<file path="src/rtl/pulse_sync_pkg.sv">
// Shared types and default constants for the pulse synchronizer arbiter.
// Width helper keeps down-counter sizing consistent across modules.
package pulse_sync_pkg;

    typedef enum logic [1:0] {
        IDLE     = 2'd0,
        ISSUE    = 2'd1,
        WAIT_ACK = 2'd2,
        GAP      = 2'd3
    } state_e;

    localparam int DEF_NUM_REQ     = 4;
    localparam int DEF_CNT_W       = 4;
    localparam int DEF_GAP_CYC     = 3;
    localparam int DEF_TIMEOUT_CYC = 255;

    // Bits needed to hold max_val as a down-counter load; never below 1.
    function automatic int cnt_width(input int max_val);
        return (max_val > 0) ? $clog2(max_val + 1) : 1;
    endfunction

endpackage

</file>
<file path="src/rtl/rr_arbiter.sv">
// Round-robin picker: scans requests starting at ptr_i, wrapping N-1 -> 0.
// Purely combinational; the caller owns the pointer register.
module rr_arbiter #(
    parameter int N = 4
) (
    input  logic [N-1:0]         req_i,
    input  logic [$clog2(N)-1:0] ptr_i,
    output logic [N-1:0]         gnt_o,
    output logic [$clog2(N)-1:0] idx_o,
    output logic                 valid_o
);

    localparam int IDX_W = $clog2(N);

    logic [IDX_W:0]   sum;
    logic [IDX_W-1:0] cand;
    logic [IDX_W-1:0] win_idx;
    logic             found;

    always_comb begin
        sum     = '0;
        cand    = '0;
        win_idx = '0;
        found   = 1'b0;
        for (int k = 0; k < N; k++) begin
            sum = {1'b0, ptr_i} + (IDX_W + 1)'(k);
            if (sum >= (IDX_W + 1)'(N)) begin
                sum = sum - (IDX_W + 1)'(N);
            end
            cand = sum[IDX_W-1:0];
            if (!found && req_i[cand]) begin
                found   = 1'b1;
                win_idx = cand;
            end
        end
    end

    always_comb begin
        gnt_o          = '0;
        gnt_o[win_idx] = found;
    end

    assign idx_o   = win_idx;
    assign valid_o = found;

endmodule

</file>
<file path="src/rtl/pulse_sync_arbiter.sv">
// Shares one pulse-synchronizer channel among NUM_REQ requesters, queuing events
// per requester in saturating counters and serving them round-robin.
//
// state    | meaning
// IDLE     | channel free; grant next pending requester if any
// ISSUE    | sync_pulse high for this single cycle
// WAIT_ACK | waiting for delivery acknowledge or timeout
// GAP      | enforced idle spacing after each completed event
module pulse_sync_arbiter
    import pulse_sync_pkg::*;
#(
    parameter int NUM_REQ     = DEF_NUM_REQ,
    parameter int CNT_W       = DEF_CNT_W,
    parameter int GAP_CYC     = DEF_GAP_CYC,
    parameter int TIMEOUT_CYC = DEF_TIMEOUT_CYC
) (
    input  logic                       clk,
    input  logic                       rst_n,
    input  logic [NUM_REQ-1:0]         req_pulse,
    input  logic                       ack_pulse,
    input  logic                       clear_err,
    output logic                       sync_pulse,
    output logic [$clog2(NUM_REQ)-1:0] sync_id,
    output logic                       busy,
    output logic [NUM_REQ-1:0]         overflow,
    output logic                       timeout
);

    localparam int ID_W  = $clog2(NUM_REQ);
    localparam int TMO_W = cnt_width(TIMEOUT_CYC - 1);
    localparam int GAP_W = cnt_width(GAP_CYC - 1);

    localparam logic [TMO_W-1:0] TMO_LOAD = TMO_W'(TIMEOUT_CYC - 1);
    localparam logic [GAP_W-1:0] GAP_LOAD = GAP_W'((GAP_CYC > 0) ? GAP_CYC - 1 : 0);
    localparam logic [CNT_W-1:0] CNT_MAX  = '1;
    localparam logic [ID_W-1:0]  ID_LAST  = ID_W'(NUM_REQ - 1);

    state_e                          state_q, state_d;
    logic [NUM_REQ-1:0][CNT_W-1:0]   cnt_q, cnt_d;
    logic [ID_W-1:0]                 ptr_q, ptr_d;
    logic [ID_W-1:0]                 sync_id_q, sync_id_d;
    logic                            sync_pulse_q, sync_pulse_d;
    logic [TMO_W-1:0]                tmo_q, tmo_d;
    logic [GAP_W-1:0]                gap_q, gap_d;
    logic [NUM_REQ-1:0]              overflow_q, overflow_d;
    logic                            timeout_q, timeout_d;

    logic [NUM_REQ-1:0]              pending;
    logic [NUM_REQ-1:0]              arb_gnt;
    logic [ID_W-1:0]                 arb_idx;
    logic                            arb_valid;
    logic                            grant_en;
    logic                            tmo_hit;
    logic [NUM_REQ-1:0]              ovf_set;

    always_comb begin
        for (int i = 0; i < NUM_REQ; i++) begin
            pending[i] = (cnt_q[i] != '0);
        end
    end

    rr_arbiter #(
        .N (NUM_REQ)
    ) u_rr_arbiter (
        .req_i   (pending),
        .ptr_i   (ptr_q),
        .gnt_o   (arb_gnt),
        .idx_o   (arb_idx),
        .valid_o (arb_valid)
    );

    always_comb begin
        state_d  = state_q;
        tmo_d    = tmo_q;
        gap_d    = gap_q;
        grant_en = 1'b0;
        tmo_hit  = 1'b0;
        case (state_q)
            IDLE: begin
                if (arb_valid) begin
                    state_d  = ISSUE;
                    grant_en = 1'b1;
                end
            end
            ISSUE: begin
                state_d = WAIT_ACK;
                tmo_d   = TMO_LOAD;
            end
            WAIT_ACK: begin
                if (ack_pulse || (tmo_q == '0)) begin
                    // A lost event is dropped, not re-queued; flow resumes as if acked.
                    tmo_hit = !ack_pulse;
                    gap_d   = GAP_LOAD;
                    state_d = (GAP_CYC == 0) ? IDLE : GAP;
                end else begin
                    tmo_d = tmo_q - TMO_W'(1);
                end
            end
            GAP: begin
                if (gap_q == '0) begin
                    state_d = IDLE;
                end else begin
                    gap_d = gap_q - GAP_W'(1);
                end
            end
            default: state_d = IDLE;
        endcase
    end

    always_comb begin
        cnt_d   = cnt_q;
        ovf_set = '0;
        for (int i = 0; i < NUM_REQ; i++) begin
            if (req_pulse[i] && !(grant_en && arb_gnt[i])) begin
                if (cnt_q[i] == CNT_MAX) begin
                    ovf_set[i] = 1'b1;
                end else begin
                    cnt_d[i] = cnt_q[i] + CNT_W'(1);
                end
            end else if (!req_pulse[i] && grant_en && arb_gnt[i]) begin
                cnt_d[i] = cnt_q[i] - CNT_W'(1);
            end
        end
    end

    always_comb begin
        ptr_d     = ptr_q;
        sync_id_d = sync_id_q;
        if (grant_en) begin
            ptr_d     = (arb_idx == ID_LAST) ? '0 : arb_idx + ID_W'(1);
            sync_id_d = arb_idx;
        end
    end

    assign sync_pulse_d = (state_d == ISSUE);
    assign overflow_d   = ovf_set | (clear_err ? '0 : overflow_q);
    assign timeout_d    = tmo_hit | (clear_err ? 1'b0 : timeout_q);

    always_ff @(posedge clk or negedge rst_n) begin
        if (!rst_n) begin
            state_q      <= IDLE;
            cnt_q        <= '0;
            ptr_q        <= '0;
            sync_id_q    <= '0;
            sync_pulse_q <= 1'b0;
            tmo_q        <= '0;
            gap_q        <= '0;
            overflow_q   <= '0;
            timeout_q    <= 1'b0;
        end else begin
            state_q      <= state_d;
            cnt_q        <= cnt_d;
            ptr_q        <= ptr_d;
            sync_id_q    <= sync_id_d;
            sync_pulse_q <= sync_pulse_d;
            tmo_q        <= tmo_d;
            gap_q        <= gap_d;
            overflow_q   <= overflow_d;
            timeout_q    <= timeout_d;
        end
    end

    assign sync_pulse = sync_pulse_q;
    assign sync_id    = sync_id_q;
    assign busy       = (state_q != IDLE);
    assign overflow   = overflow_q;
    assign timeout    = timeout_q;

endmodule

</file>
<file path="config.mk">
export PLATFORM = sky130hd
export DESIGN_NAME = pulse_sync_arbiter
export DESIGN_NICKNAME = d
export VERILOG_FILES = /design/src/rtl/pulse_sync_pkg.sv /design/src/rtl/rr_arbiter.sv /design/src/rtl/pulse_sync_arbiter.sv
export SDC_FILE = /design/constraint.sdc
export NUM_CORES = 1
export LEC_CHECK = 0
export BUFFER_PORTS_ARGS = -buffer_cell sky130_fd_sc_hd__buf_2
export CAP_MARGIN = 20
export CORE_AREA = 2 2 65 67
export CTS_BUF_LIST = sky130_fd_sc_hd__clkbuf_16
export DETAILED_ROUTE_END_ITERATION = 6
export DIE_AREA = 0 0 67 69
export GPL_TIMING_DRIVEN = 0
export PLACE_DENSITY = 0.77
export SYNTH_ARGS = -nofsm -noshare
export SYNTH_HDL_FRONTEND = slang
export SYNTH_HIERARCHICAL = 1
export SYNTH_SLANG_ARGS = --single-unit
export TNS_END_PERCENT = 50
</file>
<file path="constraint.sdc">
create_clock -name clk -period 4.12 [get_ports clk]
set_clock_uncertainty 0.05 [all_clocks]
set_input_delay 1.236 -clock clk [delete_from_list [all_inputs] [get_ports clk]]
set_output_delay 1.236 -clock clk [all_outputs]
set_load 0.05 [all_outputs]
</file>
==> results of run 1 <==
per-layer routing:
layer | up-vias | global-route usage | part of all wire
met3 | 7 | 0.0685 | 0.034
li1 | 830 | - | -
met2 | 23 | 0.326 | 0.47
met1 | 813 | 0.280 | 0.47
met4 | 0 | 0.0862 | 0.017
met5 | - | 0 | 0
kinds of logic (layout without fill, tap and decap cells):
group / count (synthesis) / in the layout / synth area share
simple gates: 72 / 72 / 0.191
mux: 15 / 15 / 0.0714
compound gates: 42 / 42 / 0.124
xor+xnor: 14 / 14 / 0.0542
fa+ha+maj: 16 / 16 / 0.102
buf+inv: 20 / 44 / 0.0371
flops: 38 / 38 / 0.420
cell usage after synthesis, types with 2 or more instances:
library cell and count:
xor2_1 6, a31oi_1 2, mux2i_1 6, a21oi_1 13, fa_1 4, or2_2 3
o21ai_0 4, nor2_1 15, or4_1 5, nand2_1 16, nand4bb_1 5, inv_1 16
nand4_1 4, a21o_1 4, a211oi_1 4, o22ai_1 5, ha_1 12, nor3_1 8
buf_4 2, nand2b_1 2, and3_1 4, nand3_1 2, nor2b_1 2, dfrtp_1 38
mux2_2 9, xnor2_1 8
state kept, by name, indices dropped and copies added, names as in the netlist:
register	count
overflow	4
ptr_q	2
state_q	2
sync_pulse	1
cnt_q	16
sync_id	2
timeout	1
tmo_q	8
gap_q	2
critical path, delay by kind of cell (launching register included):
kind	cells	cell delay, ns
AO/OA/AOI/OAI	5	1.08
XOR/XNOR	1	0.16
adder cells (fa/ha/maj)	1	0.26
flip-flops	1	0.43
AND/OR/NAND/NOR	3	1.09
power breakdown:
part	internal (W)	total (W)	switching, W	leakage (nW)
clock network	0.000218	0.000358	0.000141	0.0663
registers	0.000527	0.000695	0.000168	0.437
logic	0.000382	0.000819	0.000437	0.640
total	0.00113	0.00187	0.000745	1.14
final cells by class:
type	count	area, sq um
timing repair buffer	16	80.1
buffer	4	23.8
multi-input combinational	159	1230
fill	340	1370
clock inverter	3	11.3
sequential	38	951
tap	50	62.6
clock buffer	5	125
inverter	16	60.1
path summary, 6_finish.rpt:
check / slack, ns / to
max: 0.98 / cnt_q[7]
min: 0.44 / cnt_q[7]
max reg2reg: 0.98 / cnt_q[7]
max in group asynchronous: 2.49 / sync_pulse
min in group asynchronous: 1.00 / cnt_q[12]
min reg2reg: 0.44 / cnt_q[7]
per-stage QoR:
step	std cells	hold slack [ns]
6_report	291	0.440
5_1_grt	291	0.460
4_1_cts	291	0.439
3_5_place_dp	283	0.427
3_3_place_gp	283	0.424
2_1_floorplan	217	0.406
==> impl_metrics.json, run 1 <==
{
  "holdCritStartpoint": "cnt_q[7]",
  "cp.arrival_ns": 3.30,
  "timing.rr.start": "cnt_q[1]",
  "synth.top_cells.by_area": "dfrtp_1, ha_1, mux2_2",
  "worst-path-max-fanout": 7,
  "cts_tree": "done",
  "grt_pass1_wl_mm": 7.53,
  "drc": 0,
  "cts_root_buf": "clkbuf_16",
  "synth_nets": 241,
  "path_clk_slew_ns": 0.05,
  "timing.fmax_ghz": 0.318,
  "grt_overflow": 0,
  "grt_pass1_vias": 1673,
  "wl_mm": 4.23,
  "area_growth_pct": 12.3,
  "hpwl_mm": 3.05,
  "setup_slack_ns": 0.978,
  "dieArea_sq_um": 4620,
  "grt_max_degree": 39,
  "final-max-slew-violation-count": 0,
  "layout_common_cells": "dfrtp_1, buf_2, nand2_1, inv_1, nor2_1",
  "syn_area_sq_um": 2260,
  "fp-row-count": 23,
  "rsz0062_at_grt": "false",
  "start_util": 0.578,
  "ys.flop_type": "dfrtp_1",
  "crit_top_cell": "o21ai_0",
  "hp-class": "flip-flop to flip-flop",
  "cp-start-kind": "flip-flop",
  "core_sq_um": 3910,
  "power.leakage_nw": 1.14,
  "fin_nets": 264,
  "tightest_slew_ns": 0.829,
  "die_x_um": 67,
  "worstSkewPairLatency_ns": 0.28,
  "irDropWorstVdd_v": 0.000450,
  "ant_nets": 0,
  "antennaDiodeCount": 0,
  "setup-violations-final": 0,
  "wl_per_cell_um": 14.5,
  "final_common_cell": "dfrtp_1",
  "synthArstFlopShare": 1.00,
  "syn_avg_cell_area_sq_um": 10.4,
  "finalCritPeriodShare": 0.763,
  "via_per_inst": 5.75,
  "portBuffers": 16,
  "slowest_stage": "or4_1",
  "drive_gt1_frac": 0.174,
  "antenna_found_initial": 0,
  "required_ns": 4.27,
  "yosys_warnings": 6,
  "cts_repair_resize_count": 0,
  "finish.utilization": 0.649,
  "power_w": 0.00187,
  "ioPinCount": 17,
  "crit_chain": "or4_1, o21ai_0, o211a_1, nand4bb_1, nand2_1, ha_1, a21o_1, a2111o_1, o21ai_0, xor2_1",
  "post_cts_buffers": 0,
  "dr.pass1.iters": 4,
  "htree_levels": 2,
  "power_density_nw_per_um2": 737,
  "r2r_cells": 10,
  "cts-buffers-inserted": 5,
  "placed_area_sq_um": 2400,
  "stdcell_area_sq_um": 2540,
  "syn_inst": 217,
  "hold-path-cell-count": 1,
  "die_y_um": 69,
  "track_usage": 0.214,
  "clock-sinks": 38,
  "final.setup.tns_ns": 0,
  "yosys.area.top_type_share": 0.420,
  "synth-edff-count": 0,
  "cp-startpoint": "cnt_q[1]",
  "cts_hold_buf": 0,
  "max_slew_margin": 0.448,
  "post-place-ws_ns": 0.984,
  "run_status": "finished clean",
  "worstSetupPathType": "flip-flop to flip-flop",
  "ys_seq_elements": 38,
  "finalHoldViolCount": 0,
  "cpPeakStageDelay_ns": 0.70,
  "period_needed_ns": 3.14,
  "yosysUniqueCellTypes": 44,
  "yosysTopAreaCell": "dfrtp_1",
  "clockBufferDepth": 2,
  "ys_seq_area_frac": 0.420,
  "drt_iter0_markers": 88,
  "cp-end-kind": "flip-flop",
  "maxCapViolCount": 0,
  "gp_congestion": 0.840,
  "vias": 1673
}
No activity file was read; power rests on OpenSTA's default activity.
==> inputs of run 2 (changes only) <==
Settings changed: ABC_AREA set to 1, CORE_AREA 2 2 65 67 to 2 2 70 72, DIE_AREA 0 0 67 69 to 0 0 72 74, PLACE_DENSITY 0.77 to 0.78.
Clock period 4.12 ns to 2.9 ns, I/O delays scaled along.
==> run 2 against run 1 <==
- sequential power increased by 45%
- total power increased by 130%
- design area grew 32%
- largest cell class unchanged
- core utilization increased by 8.2 points
==> impl_metrics.json, run 2 <==
{
  "run_status": "finished clean",
  "yosys.area.top_type_share": 0.354,
  "synth_nets": 394,
  "via_per_inst": 5.14,
  "synthArstFlopShare": 1.00,
  "clockBufferDepth": 2,
  "timing.fmax_ghz": 0.360,
  "power.leakage_nw": 1.78,
  "drc": 0,
  "fin_nets": 440,
  "hpwl_mm": 3.87,
  "syn_area_sq_um": 2690,
  "fp-row-count": 25,
  "dieArea_sq_um": 5330,
  "ioPinCount": 17,
  "track_usage": 0.213,
  "hp-class": "flip-flop to flip-flop",
  "clock-sinks": 38,
  "cts-buffers-inserted": 5,
  "drive_gt1_frac": 0.271,
  "required_ns": 3.01,
  "final_common_cell": "nand2_1",
  "grt_pass1_vias": 2212,
  "wl_mm": 5.73,
  "rsz0062_at_grt": "true",
  "antenna_found_initial": 0,
  "setup-violations-final": 0,
  "regMostFlops": "cnt_q",
  "ant_nets": 0,
  "yosys_warnings": 6,
  "slowest_stage": "dfrtp_2",
  "period_needed_ns": 2.78,
  "holdWs_ns": 0.443,
  "grt_pass1_wl_mm": 9.08,
  "cp-end-kind": "flip-flop",
  "p_int_w": 0.00229,
  "crit_top_cell": "buf_4",
  "cp-start-kind": "flip-flop",
  "grt_overflow": 0,
  "switchingPower_w": 0.00203,
  "synth.most_common_cell": "nand2_1",
  "tightest_slew_ns": 0.844,
  "largest_reg_flops": 16,
  "htree_levels": 2,
  "seqPwrFrac": 0.234,
  "worst-path-max-fanout": 4,
  "ys_seq_elements": 38,
  "gp_congestion": 0.894,
  "antennaDiodeCount": 0,
  "cts_tree": "done",
  "ys_seq_area_frac": 0.354,
  "synth-edff-count": 0,
  "final_cells": 471,
  "cp.arrival_ns": 2.89,
  "irDropWorstVdd_v": 0.000661,
  "syn_inst": 370,
  "portBuffers": 16,
  "finalCritPeriodShare": 0.959,
  "path_clk_slew_ns": 0.06,
  "yosysTopAreaCell": "dfrtp_1",
  "dr.pass1.iters": 5,
  "drt_iter0_markers": 109,
  "wl_per_cell_um": 12.2,
  "crit_family": "simple AND/OR/NAND/NOR gates",
  "final-max-slew-violation-count": 0,
  "r2r_slack_ns": 0.12,
  "yosysUniqueCellTypes": 29,
  "cpPeakStageDelay_ns": 0.43,
  "synth.top_cells.by_area": "dfrtp_1, nand2_1, inv_1",
  "timing.critical_path.buf_inv": 5,
  "crit_chain": "inv_1, nand4_1, inv_1, nand2_1, nand3_2, nand2_4, nor2_4, nand4_1, buf_4, a21oi_4, nand3_4, nand2_4, buf_4, buf_4, fa_1, nand2_1, o21ai_1",
  "worstSkewPairLatency_ns": 0.28,
  "synth_common_cells": "nand2_1, inv_1, nand3_1",
  "vias": 2419,
  "power_w": 0.00432,
  "grt_max_degree": 39,
  "worstSetupPathType": "flip-flop to flip-flop",
  "cts_root_buf": "clkbuf_16",
  "ys.flop_type": "dfrtp_1",
  "finalHoldViolCount": 0,
  "die_y_um": 74,
  "core_sq_um": 4600,
  "clockPowerShare": 0.161,
  "maxCapViolCount": 0,
  "max_slew_margin": 0.437,
  "syn_avg_cell_area_sq_um": 7.26,
  "placed_cells": 440,
  "cts_hold_buf": 0,
  "finish.utilization": 0.732,
  "power_density_nw_per_um2": 1280,
  "swShare": 0.470,
  "die_x_um": 72,
  "layout_common_cells": "nand2_1, inv_1, nand3_1, dfrtp_1, buf_4",
  "comb_power_share": 0.605,
  "area_growth_pct": 25.2,
  "start_util": 0.584
}
## run 2: changes by cell type after synthesis, moves of 11 or more
cell / previous run / this run
nand3_1: 2 / 39
o21ai_0: 4 / 16
nand2_1: 16 / 106
nand2_2: 0 / 17
a21oi_1: 13 / 2
inv_1: 16 / 62
## run 2: path summary, 6_finish.rpt
check,cells past startpoint,end,from
min,2,gap_q[1],gap_q[1]
min reg2reg,2,gap_q[1],gap_q[1]
max,17,cnt_q[13],cnt_q[9]
min in group asynchronous,1,tmo_q[6],rst_n
max reg2reg,17,cnt_q[13],cnt_q[9]
max in group asynchronous,1,cnt_q[4],rst_n
## run 2: power groups by stage
stage	sequential [W]	combinational (W)	clock [W]
after global routing	0.00104	0.00299	0.000732
after detailed placement	0.00102	0.00212	0
after global placement	0.00102	0.00205	0
final	0.00101	0.00261	0.000697
after CTS	0.00102	0.00215	0.000711
after floorplan	0.00107	0.00165	0
## run 2: kinds of logic after synthesis
group,after synthesis,share of synthesized area
and+or+nand+nor,208,0.365
buffers and inverters,68,0.0978
DFF,38,0.354
AOI/OAI and AO/OA,31,0.0680
adders and majority gates,16,0.0857
xor gates and xnor gates,9,0.0293
## run 2: layout make-up
class | instances | area, sq um
Multi-Input combinational cell | 264 | 1630
Fill cell | 351 | 1230
Sequential cell | 38 | 958
Timing Repair Buffer | 39 | 253
Inverter | 67 | 251
Clock buffer | 5 | 125
Tap cell | 54 | 67.6
Clock inverter | 3 | 63.8
Buffer | 1 | 11.3
## run 2: metrics by stage
| stage | setup slack [ns] | area, sq um | setup TNS [ns] |
|---|---|---|---|
| finish | 0.120 | 3360 | 0 |
| floorplan | 0.368 | 2690 | 0 |
| detailed placement | -0.0713 | 2840 | -0.151 |
| global route | -0.119 | 3360 | -0.428 |
| global placement | -0.0165 | 2840 | -0.0284 |
| CTS | -0.0176 | 3060 | -0.0176 |
## run 2: timing repair
item                                    CTS  global route
buffers inserted                          4            19
pin swaps                                 2            16
endpoints found under the setup margin    4            10
resized for setup                         4            35
## run 2: per-layer routing
| layer | share of wire | up-vias | track usage |
|---|---|---|---|
| li1 | - | 1266 | - |
| met1 | 0.44 | 1107 | 0.261 |
| met2 | 0.52 | 40 | 0.387 |
| met3 | 0.034 | 6 | 0.0407 |
| met4 | 0.0070 | 0 | 0.0566 |
| met5 | 0 | - | 0 |
## run 2: worst min-delay path, delay by kind of cell, from the launching register on
kind | cells | cell delay, ns
and+or+nand+nor | 1 | 0.05
AOI/OAI and AO/OA | 1 | 0.06
DFF | 1 | 0.34
